<file path="src/rtl/sqrt_pkg.sv">
// Shared types, Q4.4 constants and arithmetic helpers for the Heron square-root controller.
package sqrt_pkg;

    typedef enum logic [1:0] {
        ST_IDLE    = 2'd0,
        ST_CAPTURE = 2'd1,
        ST_UPDATE  = 2'd2,
        ST_DONE    = 2'd3
    } state_t;

    localparam logic [7:0] Q44_ONE = 8'h10;
    localparam logic [7:0] Q44_SAT = 8'hFF;
    localparam int         UPD_W   = 13;

    // Coarse initial estimate chosen from the radicand's leading bit pairs.
    function automatic logic [7:0] seed_f(input logic [7:0] a);
        logic [7:0] s;
        if (a[7:6] != 2'b00) begin
            s = 8'h80;
        end else if (a[5:4] != 2'b00) begin
            s = 8'h40;
        end else begin
            s = 8'h20;
        end
        return s;
    endfunction

    // One Heron step in Q4.4: average the estimate with the integer quotient, saturate, never zero.
    function automatic logic [7:0] update_f(input logic [7:0] x, input logic [7:0] q);
        logic [UPD_W-1:0] sum;
        logic [UPD_W-1:0] half;
        logic [7:0]       res;
        sum  = UPD_W'(x) + (UPD_W'(q) * UPD_W'(Q44_ONE));
        half = sum >> 1;
        if (half > UPD_W'(Q44_SAT)) begin
            res = Q44_SAT;
        end else begin
            res = half[7:0];
        end
        if (res == 8'h00) begin
            res = 8'h01;
        end else begin
            res = res;
        end
        return res;
    endfunction

endpackage

</file>
<file path="src/rtl/heron_sqrt_ctrl.sv">
// Iterative Heron square-root controller: drives an external combinational divider and
// converges an 8-bit radicand to a Q4.4 root with valid/ready handshakes on both sides.
module heron_sqrt_ctrl
    import sqrt_pkg::*;
#(
    parameter int MAX_ITER = 8
) (
    input  logic       clk,
    input  logic       rst_n,
    input  logic       in_valid,
    output logic       in_ready,
    input  logic [7:0] in_a,
    output logic       out_valid,
    input  logic       out_ready,
    output logic [7:0] out_root,
    output logic [3:0] out_iters,
    output logic [7:0] div_n,
    output logic [7:0] div_d,
    input  logic [7:0] div_q
);

    localparam logic [3:0] MAX_ITER_C = 4'(MAX_ITER);

    state_t     state_r;
    logic [7:0] x_r;
    logic [7:0] q_r;
    logic [3:0] iter_r;

    logic [7:0] xn_s;
    logic [7:0] delta_s;
    logic [3:0] iter_nxt_s;
    logic       term_s;

    // Next estimate and convergence test, evaluated on the saturated estimate.
    always_comb begin
        xn_s       = update_f(x_r, q_r);
        iter_nxt_s = iter_r + 4'd1;
        if (xn_s > x_r) begin
            delta_s = xn_s - x_r;
        end else begin
            delta_s = x_r - xn_s;
        end
        if ((delta_s <= 8'd1) || (iter_nxt_s == MAX_ITER_C)) begin
            term_s = 1'b1;
        end else begin
            term_s = 1'b0;
        end
    end

    // Control FSM with all handshake and divider outputs registered.
    always_ff @(posedge clk or negedge rst_n) begin
        if (!rst_n) begin
            state_r   <= ST_IDLE;
            in_ready  <= 1'b1;
            out_valid <= 1'b0;
            out_root  <= 8'h00;
            out_iters <= 4'd0;
            div_n     <= 8'h00;
            div_d     <= 8'h01;
            x_r       <= 8'h01;
            q_r       <= 8'h00;
            iter_r    <= 4'd0;
        end else begin
            case (state_r)
                ST_IDLE: begin
                    if (in_valid) begin
                        in_ready <= 1'b0;
                        if (in_a == 8'h00) begin
                            out_root  <= 8'h00;
                            out_iters <= 4'd0;
                            out_valid <= 1'b1;
                            state_r   <= ST_DONE;
                        end else begin
                            x_r     <= seed_f(in_a);
                            div_n   <= in_a;
                            div_d   <= seed_f(in_a);
                            iter_r  <= 4'd0;
                            state_r <= ST_CAPTURE;
                        end
                    end else begin
                        state_r <= ST_IDLE;
                    end
                end
                ST_CAPTURE: begin
                    q_r     <= div_q;
                    state_r <= ST_UPDATE;
                end
                ST_UPDATE: begin
                    iter_r <= iter_nxt_s;
                    if (term_s) begin
                        out_root  <= xn_s;
                        out_iters <= iter_nxt_s;
                        out_valid <= 1'b1;
                        state_r   <= ST_DONE;
                    end else begin
                        x_r     <= xn_s;
                        div_d   <= xn_s;
                        state_r <= ST_CAPTURE;
                    end
                end
                ST_DONE: begin
                    // Returning to IDLE here keeps the next accept at least one cycle after the handshake.
                    if (out_ready) begin
                        out_valid <= 1'b0;
                        in_ready  <= 1'b1;
                        state_r   <= ST_IDLE;
                    end else begin
                        state_r <= ST_DONE;
                    end
                end
                default: begin
                    in_ready  <= 1'b1;
                    out_valid <= 1'b0;
                    state_r   <= ST_IDLE;
                end
            endcase
        end
    end

endmodule
</file>
<file path="config.mk">
export PLATFORM = sky130hd
export DESIGN_NAME = heron_sqrt_ctrl
export DESIGN_NICKNAME = d
export VERILOG_FILES = /design/src/rtl/sqrt_pkg.sv /design/src/rtl/heron_sqrt_ctrl.sv
export SDC_FILE = /design/constraint.sdc
export NUM_CORES = 1
export LEC_CHECK = 0
export CAP_MARGIN = 20
export CORE_ASPECT_RATIO = 0.9
export CORE_UTILIZATION = 53
export DETAILED_ROUTE_END_ITERATION = 8
export MAX_ROUTING_LAYER = met4
export PLACE_DENSITY = 0.8
export SYNTH_ARGS = -nofsm -noshare
export SYNTH_HDL_FRONTEND = slang
export SYNTH_SLANG_ARGS = --single-unit
</file>
<file path="constraint.sdc">
create_clock -name clk -period 5.2 [get_ports clk]
set_clock_uncertainty 0.2 [all_clocks]
set_input_delay 1.04 -clock clk [delete_from_list [all_inputs] [get_ports clk]]
set_output_delay 1.04 -clock clk [all_outputs]
set_load 0.05 [all_outputs]
</file>
==> impl_metrics.ini <==
[sta]
min_period_over_period_pct = 93.6
setup_viol = 0
max_slew_margin_pct = 35.4
fin_setup_tns_ps = 0
clock.fmax_mhz = 206
drv_slew = 0
final_hold_viol_count = 0
rsz0062_at_grt = no
tightest_slew_ps = 969
min_period_ps = 4870

[floorplanning]
dieWidth_um = 78.2
pin_count = 50
rows = 24
fp.dieH_um = 70.6
core_area_um2 = 4920
die_area_um2 = 5520
start_util_pct = 56.3

[finish]
multi_input_area_um2 = 1570
fillers = 391
nets = 370
syn_to_final_growth_pct = 24.6
antenna_cells = 0
seq_area_um2 = 1100
layout-drive-gt1-share_pct = 13.1

[logic_synthesis]
synth-edff-count = 0
synth_top_area_cell = dfrtp_1
synth-simple-area-share_pct = 14.4
synth_fa_ha_area_share_pct = 11.2
ys_async_sr_fraction_pct = 100
synthesis.area_um2 = 2770
synth_ff_type = dfrtp_1
synth_top_family_by_area = compound AO/OA/AOI/OAI gates
seq_area_frac_synth_pct = 39.8
synthTopCellsByArea = dfrtp_1 38%, ha_1 9.0%, mux2_2 6.1%
synth_xor_area_share_pct = 3.47
syn-num-nets = 319
synth_compound_area_share_pct = 17.9
synth_top_area_share_pct = 37.9
yosysWarnings = 0
ys_types = 49
synth-seq-cells = 44
avgSynthCellArea_um2 = 10.0
muxShareOfSynthArea_pct = 8.35
synthCells = 276

[cts]
insertion_delay_ps = 300
hold_buffers = 0
clock_path_buffers = 2
post_cts_resized = 0
cts_tree = built
clk_pin_slew_ps = 80
post-cts-setup-buffers = 0
cts_made_buffers = 5
htree_levels = 2
cts-root-buf = clkbuf_8
clock-sinks = 44

[routing]
drtAntennaViolNets = 0
dr.pass1.iters = 4
vias_per_cell = 5.85
dr_total_vias = 2299
dr.first_iter.drc_count = 137
drt-total-wl_um = 6460
drcViolationCount = 0
wl_per_cell_um = 16.4

[critical_path]
crit_path_start_kind = flop
path_cells = ha_1, fa_1, a21o_1, nor4_1, o21ai_0, buf_4, or2_2, ha_1, nand4_1, or2_1, o21ai_2, mux2i_1, xnor2_1, a41oi_4, buf_4, and3_1, a211o_1
cp_top_family = simple AND/OR/NAND/NOR gates
cp_slowest_cell = ha_1
crit_path_max_incr_delay_ps = 470
crit_fanout = 9
path_class = flop to flop
crit_required_ps = 5190
cp-end-kind = flop
crit_buf_inv = 2
crit_arrival_ps = 4860

[placed_design]
place_hpwl_um = 4840
port_buffers = 49
finalWeightedCongestion = 0.890

[global_route]
gr-usage-met3_pct = 4.00
overflow = 0
grt_use_total_pct = 25.1
grt_max_degree = 45
gr-usage-met2_pct = 35.5
antenna_found_initial = 0
busiest_layer = met1
grt_pass1_wl_um = 10400
use_met1_pct = 36.8
grt_pass1_vias = 2164

[hold_path]
hold_class = flop to flop

[run_status]
outcome = finished clean

[flow_run]
maxCapViolCount = 0
per-stage QoR:
step	hold WS, ps	cell area [µm²]	setup WS [ps]	utilization (%)	cells
floorplan	281	2770	157	-	276
global route	328	3450	19.6	70.1	393
detailed placement	287	3330	114	67.5	384
finish	309	3450	334	70.1	393
global placement	282	3330	249	67.5	384
CTS	311	3420	77.7	69.4	392
synth_stat cells, types with 2 or more instances:
master and number:
a211o_1 2, a21o_1 8, a21oi_1 17, a221oi_1 3, a22o_1 9, a311oi_1 2, a31oi_1 4, a32o_1 6
and3_1 2, buf_1 2, buf_2 5, clkbuf_1 4, dfrtp_1 42, dfstp_2 2, fa_1 3, ha_1 20
inv_1 21, mux2_2 15, mux2i_1 4, nand2_1 17, nand2b_1 6, nand3_1 5, nand3b_1 4, nand4_1 2
nor2_1 16, nor2b_1 3, nor3_1 6, nor3b_1 2, nor4_1 5, o21ai_0 6, o21ai_2 2, or2_2 5
xnor2_1 5, xor2_1 6
worst paths after layout:
kind / startpoint / to / slack, ps / depth (start not counted)
max: x_r[4] / x_r[7] / 330 / 17
min: out_iters[0] / out_iters[0] / 310 / 1
max reg2reg: x_r[4] / x_r[7] / 330 / 17
min reg2reg: out_iters[0] / out_iters[0] / 310 / 1
max in group asynchronous: rst_n / iter_r[1] / 3510 / 1
min in group asynchronous: rst_n / q_r[5] / 690 / 1
layout by cell type (no fill, tap or decap), drive strengths merged, types with 3 or more instances in the layout:
master         synthesis  final
o21ai                  9      9
a32o                   6      6
a221oi                 3      3
buf                    8      7
nand2                 17     17
fa                     3      3
ha                    20     20
a211o                  2      3
nand3b                 4      4
xnor2                  5      5
nand3                  5      5
nor2b                  3      3
dfrtp                 42     42
a22o                   9      9
clkbuf                 4      7
a31oi                  4      4
nand2b                 6      6
a21oi                 17     17
a21o                   8      8
nor2                  16     16
mux2                  15     15
nor3                   6      6
inv                   21     21
nor4                   5      5
mux2i                  4      4
or2                    6      6
xor2                   6      6
clkdlybuf4s50          0     48
routing by layer:
metal	vias to the layer above	part of all wire, %
met5	-	0
met4	0	2.1
met3	14	5.0
met2	81	45
met1	1106	48
li1	1098	-
cells by family (layout without fill, tap and decap cells):
family,count (synthesis),in the layout
multiplexers,20,20
XOR/XNOR,11,11
AND/OR/NAND/NOR,77,77
flip-flops,44,44
buffers and inverters,33,84
AO/OA/AOI/OAI,68,69
adder cells (fa/ha/maj),23,23
area by class of cell:
class,instances,area share [%]
flip-flops and latches,44,31.9
multi-input cells,200,45.3
clock buffers,7,2.50
clock inverters,1,0.217
repair buffers,55,15.4
inverters,21,2.28
well taps,65,2.35
state kept, by name (all words and copies together) (netlist names):
register   count
div_n          8
in_ready       1
iter_r         4
out_iters      4
out_root       8
out_valid      1
q_r            8
state_r        2
x_r            8
worst reg2reg max path, stage by stage, from the launching register on:
cell and delay (ps):
dfrtp_1 390, ha_1 230, fa_1 400, a21o_1 180, nor4_1 210, o21ai_0 150, buf_4 180, or2_2 330
ha_1 470, nand4_1 200, or2_1 310, o21ai_2 110, mux2i_1 270, xnor2_1 220, a41oi_4 240, buf_4 230
and3_1 180, a211o_1 260
Power is left out: the tool's default activity adds up to more than one toggle a clock period on the data nets, which glitch-free logic cannot reach.
==> RTL change, RTL diff (config.mk and constraints unchanged) <==
`UPD_W`: 13 -> 9.
--- a/src/rtl/sqrt_pkg.sv
+++ b/src/rtl/sqrt_pkg.sv
@@ -11,5 +11,5 @@
     localparam logic [7:0] Q44_ONE = 8'h10;
     localparam logic [7:0] Q44_SAT = 8'hFF;
-    localparam int         UPD_W   = 13;
+    localparam int         UPD_W   = 9;
 
     // Coarse initial estimate chosen from the radicand's leading bit pairs.
Function: changed (a bounded check fails within 4 cycles, from zero or initial values and one cycle with rst_n low).
==> RTL change against the original RTL <==
- worst setup slack got worse by 0.028 ns
- sequential cell count decreased by 3
- cell area decreased by 4.0%
- area after synthesis shrank 2.0%
- wire length down 4.1%
- utilization down 2.4 points
- critical endpoint is now out_root[4]
Power is not shown: default switching activity piles up to over one toggle a cycle in this logic, so the estimate is an artifact.
==> RTL change: results (changes against the original RTL) <==
** Global route
- The via count of the first global-routing pass came to 2225 (+2.8%).
- The met3 usage came to 4.183% (+0.18 points).
- Met1 track demand over resource :: 34.89% (-1.9 points)
- Pin count of the biggest net entering global routing :: 42 (-6.7%)

** Hold path
- Worst Hold Depth :: 2 (+1)

** Logic synthesis
- The synthesized netlist net count is 326 (+2.2%).
- Proportion of synthesized chip area in sequential cells :: 37.86% (-1.9 points)
- Post-synthesis cell count :: 282 (+2.2%)
- Commonest cells in the synthesized netlist :: nand2_1 (41), dfrtp_1 (39), inv_1 (23)
- Synthesized-area fraction occupied by ao, oa, aoi and oai cells :: 20.64% (+2.8 points)
- The arithmetic-cell share of the synthesized area counting full adders, half adders and majority gates is 11.88% (+0.69 points).
- Multiplexer share of the synthesized area :: 3.685% (-4.7 points)
- Number of distinct standard cells referenced by the synthesized netlist :: 51 (+4.1%)
- Post-synthesis xor/xnor area fraction :: 2.902% (-0.57 points)

** Critical path
- Among all stages on the critical path, the largest delay is contributed by dfrtp_1.
- Worst reg-to-reg path cell count :: 16 (-1)
- The worst register-to-register path ends at out_root[4].
- The arrival time at the worst endpoint was 4.88 ns (+0.02 ns).

** Detailed routing
- Initial drt markers :: 99 (-28%)
- Detail-routed net length per standard cell :: 15.83 um (-3.6%)

** Outcome
- Status :: complete, no violations

** Layout
- The layout cell share with drive strength beyond 1 is 9.816% (-3.3 points).
- Number of nets in the layout :: 369 (-0.27%)

** STA
- Post-layout minimum cycle time :: 4.893 ns (+0.02762 ns)
- Final-layout worst hold slack :: 0.2806 ns (-0.02886 ns)

** Placement
- Area of placed instances :: 3196 um2 (-3.9%)
- Number of placed instances, taps included :: 383 (-0.26%)
- The number of port buffers came to 46 (-6.1%).
- The minimum setup slack after placement is 0.3872 ns (+0.2729 ns).
[RTL change: area by class of cell]
type                            instances  area [um2]
Tap cell                               65       81.33
Timing Repair Buffer                   46       455.4
Multi-Input combinational cell        208        1544
Sequential cell                        41        1028
Clock buffer                            6       82.58
Clock inverter                          2       37.54
Inverter                               23       86.33
Fill cell                             403        1579
[RTL change: routing by layer]
layer | up-vias | share of wire (%) | routed length (um)
li1 | 1086 | - | -
met1 | 1092 | 46 | 2863
met2 | 62 | 48 | 2996
met3 | 9 | 4.0 | 246
met4 | 0 | 1.4 | 84
met5 | - | 0 | 0
[RTL change: worst max-delay path: cells and delay by family, from the launching register on]
kind	cells	cell delay, ns
adder cells (fa/ha/maj)	4	1.24
XOR/XNOR	2	0.48
AO/OA/AOI/OAI	5	1.38
AND/OR/NAND/NOR	4	1.01
flip-flops	1	0.43
buffers and inverters	1	0.05
